File: config.mk
export PLATFORM = sky130hd
export DESIGN_NAME = fft_input_unit
export DESIGN_NICKNAME = d
export VERILOG_FILES = /design/src/rtl/fft_pkg.sv /design/src/rtl/fft_input_unit_bank.sv /design/src/rtl/fft_input_unit.sv
export SDC_FILE = /design/constraint.sdc
export NUM_CORES = 2
export LEC_CHECK = 0
export ABC_CLOCK_PERIOD_IN_PS = 5900
export BUFFER_PORTS_ARGS = -buffer_cell sky130_fd_sc_hd__buf_2
export CORE_MARGIN = 10
export CORE_UTILIZATION = 53
export CTS_CLUSTER_DIAMETER = 200
export DETAILED_ROUTE_END_ITERATION = 8
export PLACE_DENSITY = 0.68
export SLEW_MARGIN = 20
export SYNTH_ARGS = -nofsm -noshare
export SYNTH_HDL_FRONTEND = slang
export SYNTH_SLANG_ARGS = --single-unit
File: constraint.sdc
create_clock -name clk -period 5.9 [get_ports clk]
set_input_delay 0.59 -clock clk [delete_from_list [all_inputs] [get_ports clk]]
set_output_delay 0.59 -clock clk [all_outputs]
set_load 0.05 [all_outputs]
File: src/rtl/fft_pkg.sv
// Shared constants, bank-state type and address helper for the FFT input unit.
package fft_pkg;

    localparam int FFT_N       = 64;
    localparam int FFT_ADDR_W  = 6;
    localparam int FFT_RADIX_W = 3;
    localparam int FFT_WIDTH   = 17;

    typedef enum logic [1:0] {
        EMPTY,
        FULL,
        DRAIN
    } bank_state_e;

    // Stride-8 transpose: output k reads input 8*(k mod 8) + (k div 8).
    function automatic logic [FFT_ADDR_W-1:0] fft_transpose(
        input logic [FFT_ADDR_W-1:0] a
    );
        return {a[FFT_RADIX_W-1:0], a[FFT_ADDR_W-1:FFT_RADIX_W]};
    endfunction

endpackage

File: src/rtl/fft_input_unit_bank.sv
// 64-entry sample store: synchronous write port, combinational read port.
module sample_bank
    import fft_pkg::*;
#(
    parameter int DW = 2 * FFT_WIDTH
) (
    input  logic                  clk_i,
    input  logic                  we_i,
    input  logic [FFT_ADDR_W-1:0] waddr_i,
    input  logic [DW-1:0]         wdata_i,
    input  logic [FFT_ADDR_W-1:0] raddr_i,
    output logic [DW-1:0]         rdata_o
);

    logic [DW-1:0] mem_q [FFT_N];

    always_ff @(posedge clk_i) begin
        if (we_i) begin
            mem_q[waddr_i] <= wdata_i;
        end
    end

    assign rdata_o = mem_q[raddr_i];

endmodule

File: src/rtl/fft_input_unit.sv
// Natural-order to stride-8 transposed reorder buffer ahead of the FFT core.
// Define FFT_IN_PINGPONG_EN for two banks and back-to-back frames.
module fft_input_unit
    import fft_pkg::*;
#(
    parameter int WIDTH = FFT_WIDTH
) (
    input  logic             clk,
    input  logic             rst_n,
    input  logic             in_valid,
    output logic             in_ready,
    input  logic [WIDTH-1:0] in_re,
    input  logic [WIDTH-1:0] in_im,
    output logic             out_valid,
    input  logic             out_ready,
    output logic [WIDTH-1:0] out_re,
    output logic [WIDTH-1:0] out_im,
    output logic             out_first,
    output logic             out_last
);

    localparam int DW = 2 * WIDTH;
    localparam logic [FFT_ADDR_W-1:0] LAST = FFT_ADDR_W'(FFT_N - 1);
`ifdef FFT_IN_PINGPONG_EN
    localparam logic PP = 1'b1;
`else
    localparam logic PP = 1'b0;
`endif

    bank_state_e           bank_q [2];
    bank_state_e           bank_d [2];
    logic [FFT_ADDR_W-1:0] w_cnt_q, w_cnt_d;
    logic [FFT_ADDR_W-1:0] r_cnt_q, r_cnt_d;
    logic                  wsel_q, wsel_d;
    logic                  rsel_q, rsel_d;
    logic                  obank_q, obank_d;
    logic                  out_valid_q, out_valid_d;
    logic [WIDTH-1:0]      out_re_q, out_re_d;
    logic [WIDTH-1:0]      out_im_q, out_im_d;
    logic                  out_first_q, out_first_d;
    logic                  out_last_q, out_last_d;

    logic                  in_fire;
    logic                  out_fire;
    logic                  rd_avail;
    logic                  load;
    bank_state_e           rd_state;
    logic [DW-1:0]         wdata;
    logic [DW-1:0]         rdata;
    logic [DW-1:0]         rdata0;
    logic [FFT_ADDR_W-1:0] raddr;

    assign in_ready = (bank_q[wsel_q] == EMPTY);
    assign in_fire  = in_valid && in_ready;
    assign out_fire = out_valid_q && out_ready;
    assign rd_state = bank_q[rsel_q];
    // r_cnt wraps to 0 after the 64th load, so DRAIN with r_cnt 0 means all loaded.
    assign rd_avail = (rd_state == FULL) ||
                      (rd_state == DRAIN && r_cnt_q != '0);
    assign load     = rd_avail && (!out_valid_q || out_ready);
    assign wdata    = {in_re, in_im};
    assign raddr    = fft_transpose(r_cnt_q);

    sample_bank #(.DW(DW)) u_bank0 (
        .clk_i   (clk),
        .we_i    (in_fire && !wsel_q),
        .waddr_i (w_cnt_q),
        .wdata_i (wdata),
        .raddr_i (raddr),
        .rdata_o (rdata0)
    );

`ifdef FFT_IN_PINGPONG_EN
    logic [DW-1:0] rdata1;

    sample_bank #(.DW(DW)) u_bank1 (
        .clk_i   (clk),
        .we_i    (in_fire && wsel_q),
        .waddr_i (w_cnt_q),
        .wdata_i (wdata),
        .raddr_i (raddr),
        .rdata_o (rdata1)
    );

    assign rdata = rsel_q ? rdata1 : rdata0;
`else
    assign rdata = rdata0;
`endif

    always_comb begin
        bank_d      = bank_q;
        w_cnt_d     = w_cnt_q;
        r_cnt_d     = r_cnt_q;
        wsel_d      = wsel_q;
        rsel_d      = rsel_q;
        obank_d     = obank_q;
        out_valid_d = out_valid_q;
        out_re_d    = out_re_q;
        out_im_d    = out_im_q;
        out_first_d = out_first_q;
        out_last_d  = out_last_q;

        if (in_fire) begin
            w_cnt_d = w_cnt_q + 6'd1;
            if (w_cnt_q == LAST) begin
                bank_d[wsel_q] = FULL;
                wsel_d         = wsel_q ^ PP;
            end
        end

        if (out_fire) begin
            out_valid_d = 1'b0;
            if (out_last_q) begin
                bank_d[obank_q] = EMPTY;
            end
        end

        // Read select advances on the last load so the next frame follows without a bubble.
        if (load) begin
            bank_d[rsel_q] = DRAIN;
            out_valid_d    = 1'b1;
            out_re_d       = rdata[DW-1:WIDTH];
            out_im_d       = rdata[WIDTH-1:0];
            out_first_d    = (r_cnt_q == '0);
            out_last_d     = (r_cnt_q == LAST);
            obank_d        = rsel_q;
            r_cnt_d        = r_cnt_q + 6'd1;
            if (r_cnt_q == LAST) begin
                rsel_d = rsel_q ^ PP;
            end
        end
    end

    always_ff @(posedge clk) begin
        if (!rst_n) begin
            bank_q[0]   <= EMPTY;
            bank_q[1]   <= EMPTY;
            w_cnt_q     <= '0;
            r_cnt_q     <= '0;
            wsel_q      <= 1'b0;
            rsel_q      <= 1'b0;
            obank_q     <= 1'b0;
            out_valid_q <= 1'b0;
            out_re_q    <= '0;
            out_im_q    <= '0;
            out_first_q <= 1'b0;
            out_last_q  <= 1'b0;
        end else begin
            bank_q      <= bank_d;
            w_cnt_q     <= w_cnt_d;
            r_cnt_q     <= r_cnt_d;
            wsel_q      <= wsel_d;
            rsel_q      <= rsel_d;
            obank_q     <= obank_d;
            out_valid_q <= out_valid_d;
            out_re_q    <= out_re_d;
            out_im_q    <= out_im_d;
            out_first_q <= out_first_d;
            out_last_q  <= out_last_d;
        end
    end

    assign out_valid = out_valid_q;
    assign out_re    = out_re_q;
    assign out_im    = out_im_q;
    assign out_first = out_first_q;
    assign out_last  = out_last_q;

endmodule

======== Word-level counts from Yosys, hierarchy flattened ========
Memories as Yosys holds them, arrays and structs flattened. A register that Yosys moved wholly into a read port is not among the register bits.
Index checks and enable logic that the tools add are counted.
Widths: inputs -> output; s select.
storage, ports and cells
  register bits after elaboration ......... 19
  RAM bits ................................ 2176
  input port bits ......................... 38
  output and inout port bits .............. 38
  word-level logic and storage cells ...... 38
  memories kept ........................... 1
memories
  name           depth  bits a word  read ports  clocked after memory_dff  write ports  line                       RTL
  u_bank0.mem_q  64     34           1           1                         1            fft_input_unit_bank.sv:15  logic [DW-1:0] mem_q [FFT_N];
operators by class
  $add $sub $neg .......................... 2
  equality and inequality tests ........... 4
  mux-type cells .......................... 9
  bitwise logic cells ..................... 1
  reduce and logical (&&, ||, !) cells .... 13
operators with widths
  operator             number
  $mux 4               5
  $add 6x1->6 const B  2
  $eq 6x6->1 const B   2
  $logic_not 6->1      1
  $reduce_bool 6->1    1
  $logic_and 1x1->1    4
  $mux 1               4
  $eq 2x1->1 const B   1
  $eq 2x2->1 const B   1
  $logic_not 1->1      2
  $logic_not 2->1      1
  $logic_or 1x1->1     2
  $reduce_bool 2->1    1
  $reduce_or 2->1      1
  $not 1->1            1

======== Logic depth before layout (Yosys ltp) ========
  word-level depth ........................ 6
  depth in mapped cells ................... 12
  mapped depth without buffers ............ 7

======== Hierarchy ========
From an unflattened synthesis, not the netlist that was laid out.
second synthesis, totals
  cells, all modules ...................... 3962
  area total of the unflattened synthesis .. 85175.4 um^2
by module, submodules not included
  module          times used  cells each  area an instance (um^2)
  sample_bank     1           3710        83093.4
  fft_input_unit  1           252         2082.0

======== Least setup slack after synthesis ========
OpenSTA, ideal clock, no wires.
  path kind ............................... reg2reg
  from .................................... reg bank_q[3] in the netlist's numbering
  to ...................................... mem u_bank0.mem_q[23][0] in the netlist's numbering (enable)
  arrival ................................. 5.292 ns
  path slack .............................. 0.085 ns
  stages on the path, launching flop included .. 6
  clock period less this slack ............ 5.815 ns
  path through ............................ dfxtp_1 -> nor2_1 -> and3_1 -> nand3_1 -> clkbuf_1 -> nor4b_1
on the way
  word-level cells in the longest chain between the ends .. 4
RTL lines
  what                          line                       RTL
  from (decl)                   fft_input_unit.sv:30       bank_state_e bank_q [2];
  from (signal assigned)        fft_input_unit.sv:149      bank_q <= bank_d;
  $logic_not 2->1               fft_input_unit.sv:53       assign in_ready = (bank_q[wsel_q] == EMPTY);
  via in_ready                  fft_input_unit.sv:11       output logic in_ready,
  $logic_and 1x1->1             fft_input_unit.sv:54       assign in_fire = in_valid && in_ready;
  $mux 1                        fft_input_unit_bank.sv:18  if (we_i) begin
  $mux 1 (not written as such)  fft_input_unit_bank.sv:19  mem_q[waddr_i] <= wdata_i;
  to (decl)                     fft_input_unit_bank.sv:15
The timed path passes the listed nets, and every way through them passes these cells.

======== Final worst setup path ========
  from .................................... reg bank_q[3] in the netlist's numbering
  to ...................................... mem u_bank0.mem_q[6][27] in the netlist's numbering (enable)
on the way
  word-level cells in the longest chain between the ends .. 4
RTL lines
  what                          line
  $logic_not 2->1               fft_input_unit.sv:53
  $logic_and 1x1->1             fft_input_unit.sv:54
  $mux 1                        fft_input_unit_bank.sv:18
  $mux 1 (not written as such)  fft_input_unit_bank.sv:19
Every way passes these cells.

==> flow_summary.toml <==
[sta]
fin_skew_ns = 0.0328
finalSetupTns_ns = 0
drv_slew = 0
timing.slew.headroom_pct = 21.6
hold_viol = 0
clock.fmax_ghz = 0.277
period_share_pct = 61.2
min_period_ns = 3.61
finalSetupViolCount = 0
worst_slew_pin_slew_ns = 1.17
rsz0062_at_grt = "false"

[floorplanning]
die_x_um = 421
die_y_um = 421
ios = 76
row_count = 146
core_area_mm2 = 0.159
initial_core_util_pct = 53.5
dieArea_mm2 = 0.177

[synthesis]
synth_nets = 3950
synth_top_area_share_pct = 76.8
synth_edf_count = 2176
async_flop_share_pct = 0
synth_area_leaders = "edfxtp_1, mux4_2, mux2i_1"
synth_seq_area_share_pct = 78.0
yosysTopAreaCell = "edfxtp_1"
syn_inst = 3909
avgSynthCellArea_um2 = 21.8
synth_cell_types = 61
synth_flop_cell = "edfxtp_1"
synth_seq_cells = 2227
yosys_warnings = 0
syn_area_mm2 = 0.0851

[worst_hold_path]
hp-class = "in -> reg"
holdCritStartpoint = "in_valid"

[pwr]
finalPower_mw = 31.6
peakVddDrop_uv = 286
leakagePower_nw = 29.2
powerDensity_mw_per_mm2 = 331

[global_routing]
gr-total-overflow = 0
antenna_found_initial = 9
grt_pass1_vias = 41600
grt.total_usage_pct = 24.9
grt_max_degree = 120
grt_pass1_wl_mm = 313

[detailed_routing]
wl_per_cell_um = 34.6
vias = 42500
via_per_inst = 6.67
drt-total-wl_mm = 220
ant_nets = 0
drt_iter0_markers = 5967
drc = 0
drt-pass1-iter-count = 6

[critical_path]
cp.required_ns = 6.37
crit_path_max_incr_delay_ns = 1.04
cp-startpoint = "bank_q[3]"
crit_arrival_ns = 4.08
path_buf_inv = 1
crit_top_cell = "nor2_1"
crit_type = "reg -> reg"
cp-start-kind = "flip-flop"
crit_family = "simple AND/OR/NAND/NOR gates"
ff2ff_setup_slack_ns = 2.29
end_kind = "flip-flop"
crit_fanout = 18
critical-path-slowest-cell = "nor2_4"
crit_chain = "nor2_1 > nand2_1 > nor2_1 > nand3_1 > nor2_4 > buf_4"
r2r_start = "bank_q[3]"

[run]
max_cap_viol_count = 0

[layout]
final_common_cell = "edfxtp_1"
final_cell_mix = "edfxtp_1, mux4_2, mux2i_1"
nets = 4149
area_delta_synth_final_pct = 12.4
layout-drive-gt1-share_pct = 25.0

[placement]
finalWeightedCongestion = 0.868
io_buffers = 75
hpwl_mm = 123

[clock_tree]
cts_max_level = 4
ctsResizeCount = 0
ctsHoldBuffers = 0
clk_pin_slew_ns = 0.06
numCtsBuffers = 211
post_cts_buffers = 0
tritoncts = "done"
root_buffer = "clkbuf_16"
clk_path_buf_depth = 3
clk_latency_ns = 0.84
numClockSinks = 2227

[outcome]
status = "complete, no violations"
[cell families (layout without fill, tap and decap cells)]
family                   Yosys count  in the layout  synth area share [%]
flip-flops                      2227           2227                  78.0
buffers and inverters            229            605                  1.68
AND/OR/NAND/NOR                  306            306                  1.58
XOR/XNOR                           8              8                0.0824
multiplexers                     704            704                  15.0
other                              0              5                     0
AO/OA/AOI/OAI                    432            432                  3.64
adder cells (fa/ha/maj)            3              3                0.0441
[layer usage]
layer | track usage (%) | routed length, um | share of wire [%]
met5 | 0 | 0 | 0
met4 | 8.57 | 7970 | 3.6
met3 | 5.25 | 23000 | 10
met2 | 38.6 | 104000 | 47
met1 | 35.5 | 85600 | 39
[through the flow]
| step | hold slack [ns] | util [%] | std cells | cell area [um2] | setup WS (ns) |
|---|---|---|---|---|---|
| floorplan | 0.470 | - | 3909 | 85100 | 0.0852 |
| global placement | 0.484 | 55.5 | 5958 | 88300 | 2.25 |
| detailed placement | 0.513 | 55.6 | 5963 | 88400 | 2.18 |
| CTS | 0.129 | 60.1 | 6353 | 95500 | 2.29 |
| global route | 0.185 | 60.2 | 6357 | 95600 | 2.09 |
| finish | 0.203 | 60.2 | 6362 | 95600 | 2.29 |
[synthesized netlist by cell type (all sizes together), types with 8 or more instances]
cell / number
o22ai: 20
and2: 14
a221oi: 26
nand3: 35
xnor2: 8
mux2: 13
a211oi: 10
a22o: 29
o221ai: 28
a31oi: 16
edfxtp: 2176
dfxtp: 51
nor2b: 11
a311oi: 11
nor2: 104
buf: 138
nand2: 107
nor3: 8
mux4: 452
nand4: 12
clkbuf: 85
a21oi: 57
o211ai: 10
a22oi: 116
mux2i: 239
o21ai: 66
[layout make-up]
cell class	count	area (um2)
multi-input combinational	1453	17800
antenna	5	12.5
timing repair buffer	209	1750
tap	2072	2590
sequential	2227	66400
clock buffer	276	5720
inverter	6	25.0
fill	11000	63300
clock inverter	114	1350
[worst min-delay path, delay by kind of cell]
family                 cells  cell delay [ns]
buffers and inverters      1             0.15
AOI/OAI and AO/OA          1             0.07
and+or+nand+nor            2             0.18
[registers in the layout, summed over array words and instances, names as in the netlist]
| signal | cells |
|---|---|
| u_bank0.mem_q | 2176 |
| out_im | 17 |
| out_re | 17 |
| r_cnt_q | 6 |
| w_cnt_q | 6 |
| bank_q | 2 |
| out_first | 1 |
| out_last | 1 |
| out_valid | 1 |
[final timing paths]
kind | endpoint | depth (start not counted)
worst max register to register | u_bank0.mem_q[6][27] | 6
worst min-delay path | w_cnt_q[1] | 4
worst max-delay path | u_bank0.mem_q[6][27] | 6
worst min register to register | bank_q[3] | 2
[power breakdown]
group	internal [mW]	switching (mW)	total [mW]	leakage, nW
registers	17.4	0.00932	17.4	20.0
logic	0.0546	0.341	0.395	5.73
clock network	8.05	5.77	13.8	3.46
Note: power is estimated with default switching activity, not from simulation.
